$ cat src/rtl/jtag_tdo_capture.sv
// jtag_tdo_capture: snoops master tck/tms and target tdo, tracks the 1149.1 TAP
// state and packs Shift-DR bits into DATA_DATA-bit words for a write FIFO.
// Ports: clk, rst (async active-low), tck/tms/tdo (snooped JTAG), clr (sync
// clear), wdata_data/wr_data/full_data (FIFO write side), tap_state,
// capturing, bit_count, overflow (status).
// Optional macro CAPTURE_IR_EN: also capture and flush in Shift-IR.
module jtag_tdo_capture #(
    parameter int DATA_DATA = 8,
    parameter int INIT_RTI  = 1
) (
    input  logic                 clk,
    input  logic                 rst,
    input  logic                 tck,
    input  logic                 tms,
    input  logic                 tdo,
    input  logic                 clr,
    output logic [DATA_DATA-1:0] wdata_data,
    output logic                 wr_data,
    input  logic                 full_data,
    output logic [3:0]           tap_state,
    output logic                 capturing,
    output logic [15:0]          bit_count,
    output logic                 overflow
);

    localparam logic [3:0] TLR   = 4'd0;
    localparam logic [3:0] RTI   = 4'd1;
    localparam logic [3:0] SELDR = 4'd2;
    localparam logic [3:0] CAPDR = 4'd3;
    localparam logic [3:0] SHDR  = 4'd4;
    localparam logic [3:0] EX1DR = 4'd5;
    localparam logic [3:0] PDR   = 4'd6;
    localparam logic [3:0] EX2DR = 4'd7;
    localparam logic [3:0] UPDR  = 4'd8;
    localparam logic [3:0] SELIR = 4'd9;
    localparam logic [3:0] CAPIR = 4'd10;
    localparam logic [3:0] SHIR  = 4'd11;
    localparam logic [3:0] EX1IR = 4'd12;
    localparam logic [3:0] PIR   = 4'd13;
    localparam logic [3:0] EX2IR = 4'd14;
    localparam logic [3:0] UPIR  = 4'd15;

    localparam logic [3:0] RST_ST = (INIT_RTI != 0) ? RTI : TLR;
    localparam int IW = $clog2(DATA_DATA) + 1;
    localparam logic [IW-1:0] WLEN = IW'(DATA_DATA);

    logic                 tck_q, tck_qq, tms_q, tdo_q;
    logic [3:0]           state_q, state_d, state_nx;
    logic [DATA_DATA-1:0] word_q, word_d, wdata_q, wdata_d;
    logic [DATA_DATA-1:0] shifted;
    logic [DATA_DATA:0]   shift_ext;
    logic [IW-1:0]        idx_q, idx_d, idx_n;
    logic [15:0]          cnt_q, cnt_d;
    logic                 ovf_q, ovf_d, wr_q, wr_d;
    logic                 rise, in_shift, cap, full_word;

    assign rise = tck_q & ~tck_qq;

`ifdef CAPTURE_IR_EN
    assign in_shift = (state_q == SHDR) || (state_q == SHIR);
`else
    assign in_shift = (state_q == SHDR);
`endif

    assign cap       = rise & in_shift;
    assign shift_ext = {word_q, tdo_q};
    assign shifted   = shift_ext[DATA_DATA-1:0];
    assign idx_n     = idx_q + 1'b1;
    assign full_word = (idx_n == WLEN);

    always_comb begin
        state_nx = state_q;
        case (state_q)
            TLR:   state_nx = tms_q ? TLR   : RTI;
            RTI:   state_nx = tms_q ? SELDR : RTI;
            SELDR: state_nx = tms_q ? SELIR : CAPDR;
            CAPDR: state_nx = tms_q ? EX1DR : SHDR;
            SHDR:  state_nx = tms_q ? EX1DR : SHDR;
            EX1DR: state_nx = tms_q ? UPDR  : PDR;
            PDR:   state_nx = tms_q ? EX2DR : PDR;
            EX2DR: state_nx = tms_q ? UPDR  : SHDR;
            UPDR:  state_nx = tms_q ? SELDR : RTI;
            SELIR: state_nx = tms_q ? TLR   : CAPIR;
            CAPIR: state_nx = tms_q ? EX1IR : SHIR;
            SHIR:  state_nx = tms_q ? EX1IR : SHIR;
            EX1IR: state_nx = tms_q ? UPIR  : PIR;
            PIR:   state_nx = tms_q ? EX2IR : PIR;
            EX2IR: state_nx = tms_q ? UPIR  : SHIR;
            UPIR:  state_nx = tms_q ? SELDR : RTI;
            default: state_nx = TLR;
        endcase
    end

    always_comb begin
        state_d = rise ? state_nx : state_q;
        word_d  = word_q;
        idx_d   = idx_q;
        cnt_d   = cnt_q;
        ovf_d   = ovf_q;
        wr_d    = 1'b0;
        wdata_d = wdata_q;
        if (clr) begin
            // clr wins over a coincident capture; only the TAP keeps moving
            word_d = '0;
            idx_d  = '0;
            cnt_d  = '0;
            ovf_d  = 1'b0;
        end else if (cap) begin
            cnt_d = cnt_q + 16'd1;
            // tms_q high on a capture edge means we are leaving the shift state
            if (full_word || tms_q) begin
                word_d = '0;
                idx_d  = '0;
                if (full_data) begin
                    ovf_d = 1'b1;
                end else begin
                    wr_d    = 1'b1;
                    wdata_d = shifted << (WLEN - idx_n);
                end
            end else begin
                word_d = shifted;
                idx_d  = idx_n;
            end
        end
    end

    always_ff @(posedge clk or negedge rst) begin
        if (!rst) begin
            tck_q   <= 1'b0;
            tck_qq  <= 1'b0;
            tms_q   <= 1'b0;
            tdo_q   <= 1'b0;
            state_q <= RST_ST;
            word_q  <= '0;
            idx_q   <= '0;
            cnt_q   <= '0;
            ovf_q   <= 1'b0;
            wr_q    <= 1'b0;
            wdata_q <= '0;
        end else begin
            tck_q   <= tck;
            tck_qq  <= tck_q;
            tms_q   <= tms;
            tdo_q   <= tdo;
            state_q <= state_d;
            word_q  <= word_d;
            idx_q   <= idx_d;
            cnt_q   <= cnt_d;
            ovf_q   <= ovf_d;
            wr_q    <= wr_d;
            wdata_q <= wdata_d;
        end
    end

    assign tap_state  = state_q;
    assign bit_count  = cnt_q;
    assign overflow   = ovf_q;
    assign wr_data    = wr_q;
    assign wdata_data = wdata_q;

`ifdef CAPTURE_IR_EN
    assign capturing = (state_q == SHDR) || (state_q == SHIR);
`else
    assign capturing = (state_q == SHDR);
`endif

endmodule

$ cat config.mk
export PLATFORM = sky130hd
export DESIGN_NAME = jtag_tdo_capture
export DESIGN_NICKNAME = d
export VERILOG_FILES = /design/src/rtl/jtag_tdo_capture.sv
export SDC_FILE = /design/constraint.sdc
export NUM_CORES = 1
export LEC_CHECK = 0
export ABC_AREA = 1
export BUFFER_PORTS_ARGS = -buffer_cell sky130_fd_sc_hd__buf_2
export CORE_AREA = 2 2 77 79
export DETAILED_ROUTE_END_ITERATION = 10
export DIE_AREA = 0 0 79 81
export PLACE_DENSITY = 0.7
export SLEW_MARGIN = 0
export SYNTH_ARGS = -nofsm -noshare
export SYNTH_HDL_FRONTEND = slang
export SYNTH_SLANG_ARGS = --single-unit
export TNS_END_PERCENT = 30
$ cat constraint.sdc
create_clock -name clk -period 4 [get_ports clk]
set_input_delay 0.4 -clock clk [delete_from_list [all_inputs] [get_ports clk]]
set_output_delay 0.4 -clock clk [all_outputs]
set_load 0.02 [all_outputs]
Yosys cells after proc, flatten, opt, wreduce, memory -nomap -nowiden. Cells that the tools add are included.

Output and inout bits: 31. Register bits: 45.

Reduce and logical (&&, ||, !) cells: 10. Muxes and demuxes: 29. Bitwise logic cells: 5. Equality and inequality tests: 16. Add/sub/neg operators: 3. Shifts and indexed selects: 1.

Operator list (number): 4-bit case mux with 12 select lines (1); 4-bit equality test, second input constant (9); 16-bit two-way mux (2); 4-bit two-way mux (7); 7-bit two-way mux (3); 16-bit by 1-bit adder with 16-bit output, second input constant (1); 4-bit by 3-bit equality test with 1-bit output, second input constant (4); 1-bit two-way mux (11); 4-bit by 2-bit equality test with 1-bit output, second input constant (2); 8-bit by 4-bit left shift with 8-bit output (1); 2-bit two-way mux (3); 3-bit two-way mux (2); 2-bit nonzero test (3); 4-bit by 1-bit adder with 4-bit output, second input constant (1); 4-bit by 1-bit equality test with 1-bit output, second input constant (1); 4-bit logical NOT (1); 4-bit AND reduction (1); 2-bit OR reduction (2); 4-bit subtractor, first input constant (1); 1-bit inverter (3); 3-bit AND reduction (1); 3-bit OR reduction (1); 1-bit AND (2); 1-bit logical OR (1).

Logic depth before layout (Yosys ltp).
Word-level depth: 6. Gate-level depth with buffers: 11. Mapped depth without buffers: 11.

Least setup slack after synthesis. OpenSTA, ideal clock, no wires.

Path kind: flip-flop to flip-flop. From: register state_q[1], in the netlist tap_state[1]. To: register ovf_q, in the netlist overflow. Data arrival time: 1475 ps. Setup slack: 2408 ps. Cell stages (with the launch flop): 12. Buffers on the path: 1. Cells stage by stage: dfrtp_1 > buf_4 > inv_1 > nand2_1 > nor2_4 > nand2_2 > nand2_4 > inv_2 > nor2_1 > nand2_1 > nand2_1 > nand2_1.

Longest elaborated chain between the ends: 4.

RTL lines: start, declared (line 48) `logic [3:0] state_q, state_d, state_nx;`; start signal, assigned (line 145) `state_q <= state_d;`; 4-bit by 3-bit equality test with 1-bit output; net capturing (line 21) `output logic capturing,`; 1-bit AND (line 65) `assign cap = rise & in_shift;`; 2-bit nonzero test (no source line); 3-bit AND reduction (no source line); end signal, assigned (line 149) `ovf_q <= ovf_d;`; end, declared (line 54) `logic ovf_q, ovf_d, wr_q, wr_d;`.

The timed path passes the listed nets, and every way through them passes these cells. A chain may end at the register's enable or synchronous reset.

Final worst setup path.
From: register idx_q[0]. To: register wdata_q[7], in the netlist wdata_data[7].

Longest elaborated chain between the ends: 4. Elaborated cells between the ends (all ways): 6. Those cells by class: add/sub: 2; eq/ne: 1; shift: 1; reduce/logical: 2.

RTL lines: start, declared (line 52) `logic [IW-1:0] idx_q, idx_d, idx_n;`; start signal, assigned (line 147) `idx_q <= idx_d;`; 4-bit by 1-bit adder with 4-bit output (*) (line 68) `assign idx_n = idx_q + 1'b1;`; branches (longest 3 deep; another with 4-bit subtractor); end signal, assigned (line 151) `wdata_q <= wdata_d;`; end, declared (line 49) `logic [DATA_DATA-1:0] word_q, word_d, wdata_q, wdata_d;`.

Mark *: on every way between the ends.

==> flow_summary.json <==
{
  "vias": 2484,
  "seq_area_frac_synth_pct": 41.66,
  "syn-num-nets": 402,
  "p_per_area_nw_per_um2": 349.4,
  "cts.repair.resized": 0,
  "diodes": 0,
  "min_to": "tdo_q",
  "grt.overflow.total": 0,
  "crit_slowest_cell": "dfrtp_1",
  "synth-simple-area-share_pct": 40.92,
  "insertion_delay_ns": 0.29,
  "syn_inst": 392,
  "min-delay-start": "tdo",
  "synth-adder-area-share_pct": 1.387,
  "yosysWarnings": 0,
  "nets": 440,
  "clock_sinks": 45,
  "drtIter0Drc": 80,
  "cp.required_ns": 4.19,
  "rrSetupSlack_ns": 1.96,
  "clkTransAtPathRegs_ns": 0.08,
  "dr.pass1.iters": 4,
  "drv_cap": 0,
  "fillers": 585,
  "tightest_slew_ns": 0.9784,
  "drc_errors": 0,
  "setup_tns_ns": 0,
  "grt_pass1_vias": 2338,
  "seqPwrFrac_pct": 49.3,
  "clkPwrFrac_pct": 25.6,
  "core_um2": 5675,
  "dieArea_um2": 6399,
  "avgViaCountPerCell": 4.909,
  "regArea_um2": 1127,
  "clock-skew-final_ns": 0.007261,
  "crit_top_cell": "nand2_1",
  "io_buffers": 37,
  "rsz0062_at_grt": "no",
  "slew_violations": 0,
  "dp_cells": 498,
  "peakVddDrop_uv": 277.6,
  "leakage_uw": 0.001651,
  "drive_gt1_share_pct": 16.94,
  "synth_largest_area_cell": "dfrtp_1",
  "die_w_um": 79,
  "critPathArrivalTime_ns": 2.23,
  "wl_per_cell_um": 11.14,
  "synth_top_family_by_area": "simple AND/OR/NAND/NOR gates",
  "synthMuxAreaShare_pct": 0,
  "antenna_found_initial": 0,
  "finalCriticalPeriod_ns": 2.040,
  "grt_max_degree": 46,
  "hold_violations": 0,
  "rr_endpoint": "wdata_data[7]",
  "pwr-share-comb_pct": 25.1,
  "numCtsBuffers": 5,
  "cts_tree": "done",
  "htree_levels": 2,
  "fin_util_pct": 53.48,
  "row_count": 28,
  "max_slew_margin_pct": 34.77,
  "worstSetupPathType": "reg2reg",
  "switching_share_pct": 35.49,
  "grt_pass1_wl_um": 10290,
  "cts_root_buf": "clkbuf_8",
  "hold_class": "in2reg",
  "internal_power_uw": 684.3,
  "hold_buffers": 0,
  "start_kind": "register",
  "cp_slowest_stage_delay_ns": 0.72,
  "worstRegToRegCells": 10,
  "netlist_area_um2": 2706,
  "multi_input_area_um2": 1379,
  "grtUsageTotal_pct": 19.87,
  "place.gp.congestion": 0.8291,
  "r2r-start": "idx_q[0]",
  "die_y_um": 81,
  "finalCritPeriodShare_pct": 51.01,
  "fmax_mhz": 490.1,
  "cp-end-kind": "register",
  "postCtsSetupRepairBufs": 0,
  "post-dp-hpwl_um": 4217,
  "initial_utilization_pct": 47.69,
  "setup_viol": 0,
  "status": "finished clean",
  "ys_types": 31,
  "critPathMaxFanout": 21,
  "netlist.area_leader.share_pct": 40.68,
  "synth_area_leaders": "dfrtp_1 (41%), nand2_1 (21%), nor2_1 (6.2%)",
  "crit_chain": "ha_1 > inv_1 > nand2_1 > nand3_2 > inv_2 > nand2_2 > a21oi_4 > inv_4 > nand2_1 > nand2_1",
  "ant_nets": 0,
  "synth-compound-area-share_pct": 7.998,
  "whs_path_depth": 1,
  "syn_area_per_cell_um2": 6.904,
  "wirelength_um": 5638,
  "power.switching_uw": 376.4,
  "synth_xor_area_share_pct": 0.6472,
  "final_cells": 506,
  "synth-seq-cells": 45,
  "io_pins": 38,
  "area_growth_pct": 12.16,
  "clock_path_buffers": 2
}
-- synthesized netlist by cell type --
| library cell | n |
|---|---|
| nand2_4 | 2 |
| o22ai_1 | 7 |
| dfstp_2 | 1 |
| o221ai_1 | 1 |
| nand3_1 | 31 |
| nor3_1 | 3 |
| a31oi_1 | 2 |
| xor2_1 | 1 |
| nand3_2 | 2 |
| and3_1 | 1 |
| ha_1 | 3 |
| dfrtp_1 | 44 |
| inv_4 | 1 |
| buf_2 | 2 |
| inv_2 | 11 |
| nor2_8 | 1 |
| nor2_2 | 2 |
| nand2_2 | 3 |
| inv_1 | 31 |
| buf_4 | 3 |
| o21ai_0 | 14 |
| a21oi_1 | 9 |
| nand4_1 | 6 |
| nor2_1 | 45 |
| xnor2_1 | 1 |
| clkbuf_1 | 1 |
| nand3b_1 | 1 |
| nand2_1 | 154 |
| nor2_4 | 4 |
| a21oi_4 | 1 |
| o21ai_1 | 4 |
-- layout make-up --
type                    instances  area share, %
multi-input cells             298          45.42
clock inverters                 3         0.5771
flip-flops and latches         45          37.14
inverters                      43          5.400
clock buffers                   5          2.267
well taps                      75          3.092
repair buffers                 37          6.101
-- kinds of logic after synthesis --
group                    Yosys count
XOR/XNOR                           2
AND/OR/NAND/NOR                  255
buffers and inverters             49
flip-flops                        45
adder cells (fa/ha/maj)            3
AO/OA/AOI/OAI                     38
-- layer usage --
metal / routed length (µm) / vias to the layer above / share of wire [%] / global-route usage [%]
met5: 0 / - / 0 / 0
met4: 29 / 0 / 0.51 / 4.138
met3: 205 / 2 / 3.6 / 4.111
met2: 2583 / 39 / 46 / 32.29
met1: 2820 / 1123 / 50 / 27.67
li1: - / 1320 / - / -
-- through the flow --
step | hold slack [ns] | cell area (µm²) | power [µW] | setup WS [ns]
floorplan | 0.1044 | 2706 | 732.9 | 2.408
global placement | 0.3797 | 2949 | 796.9 | 2.072
detailed placement | 0.3888 | 2949 | 797.8 | 1.970
CTS | 0.1960 | 3035 | 1077 | 1.952
global route | 0.1863 | 3035 | 1138 | 1.740
finish | 0.2055 | 3035 | 1061 | 1.960
-- registers in the layout, summed over array words and instances, names as in the netlist --
signal,flops
bit_count,16
overflow,1
idx_q,4
wdata_data,8
tdo_q,1
tck_q,1
word_q,7
tms_q,1
tap_state,4
tck_qq,1
wr_data,1
-- placed cells by master (no fill, tap or decap), types with 6 or more instances in the layout --
| cell | synthesis | final |
|---|---|---|
| nand2_1 | 154 | 154 |
| nor2_1 | 45 | 45 |
| dfrtp_1 | 44 | 44 |
| buf_2 | 2 | 37 |
| inv_1 | 31 | 31 |
| nand3_1 | 31 | 31 |
| o21ai_0 | 14 | 14 |
| inv_2 | 11 | 11 |
| a21oi_1 | 9 | 9 |
| o22ai_1 | 7 | 7 |
| nand4_1 | 6 | 6 |
-- worst max path at each step --
stage	startpoint	end	slack, ns	cells past startpoint
floorplan	tap_state[1]	overflow	2.41	11
global placement	idx_q[0]	wdata_data[6]	2.07	10
detailed placement	idx_q[0]	wdata_data[7]	1.97	10
CTS	idx_q[0]	wdata_data[7]	1.95	10
global route	idx_q[0]	wdata_data[3]	1.74	10
finish	idx_q[0]	wdata_data[7]	1.96	10
-- power groups by stage --
stage | sequential [µW] | combinational [µW] | clock, µW
CTS | 522 | 268 | 287
finish | 522 | 266 | 272
floorplan | 540 | 193 | 0
global placement | 531 | 266 | 0
detailed placement | 531 | 267 | 0
global route | 528 | 303 | 307
-- critical path, delay by kind of cell, from the launching register on --
kind	cells	cell delay [ns]
AND/OR/NAND/NOR	5	0.41
AO/OA/AOI/OAI	1	0.27
flip-flops	1	0.72
adder cells (fa/ha/maj)	1	0.30
buffers and inverters	3	0.22
Note: power is estimated with default switching activity, not from simulation.
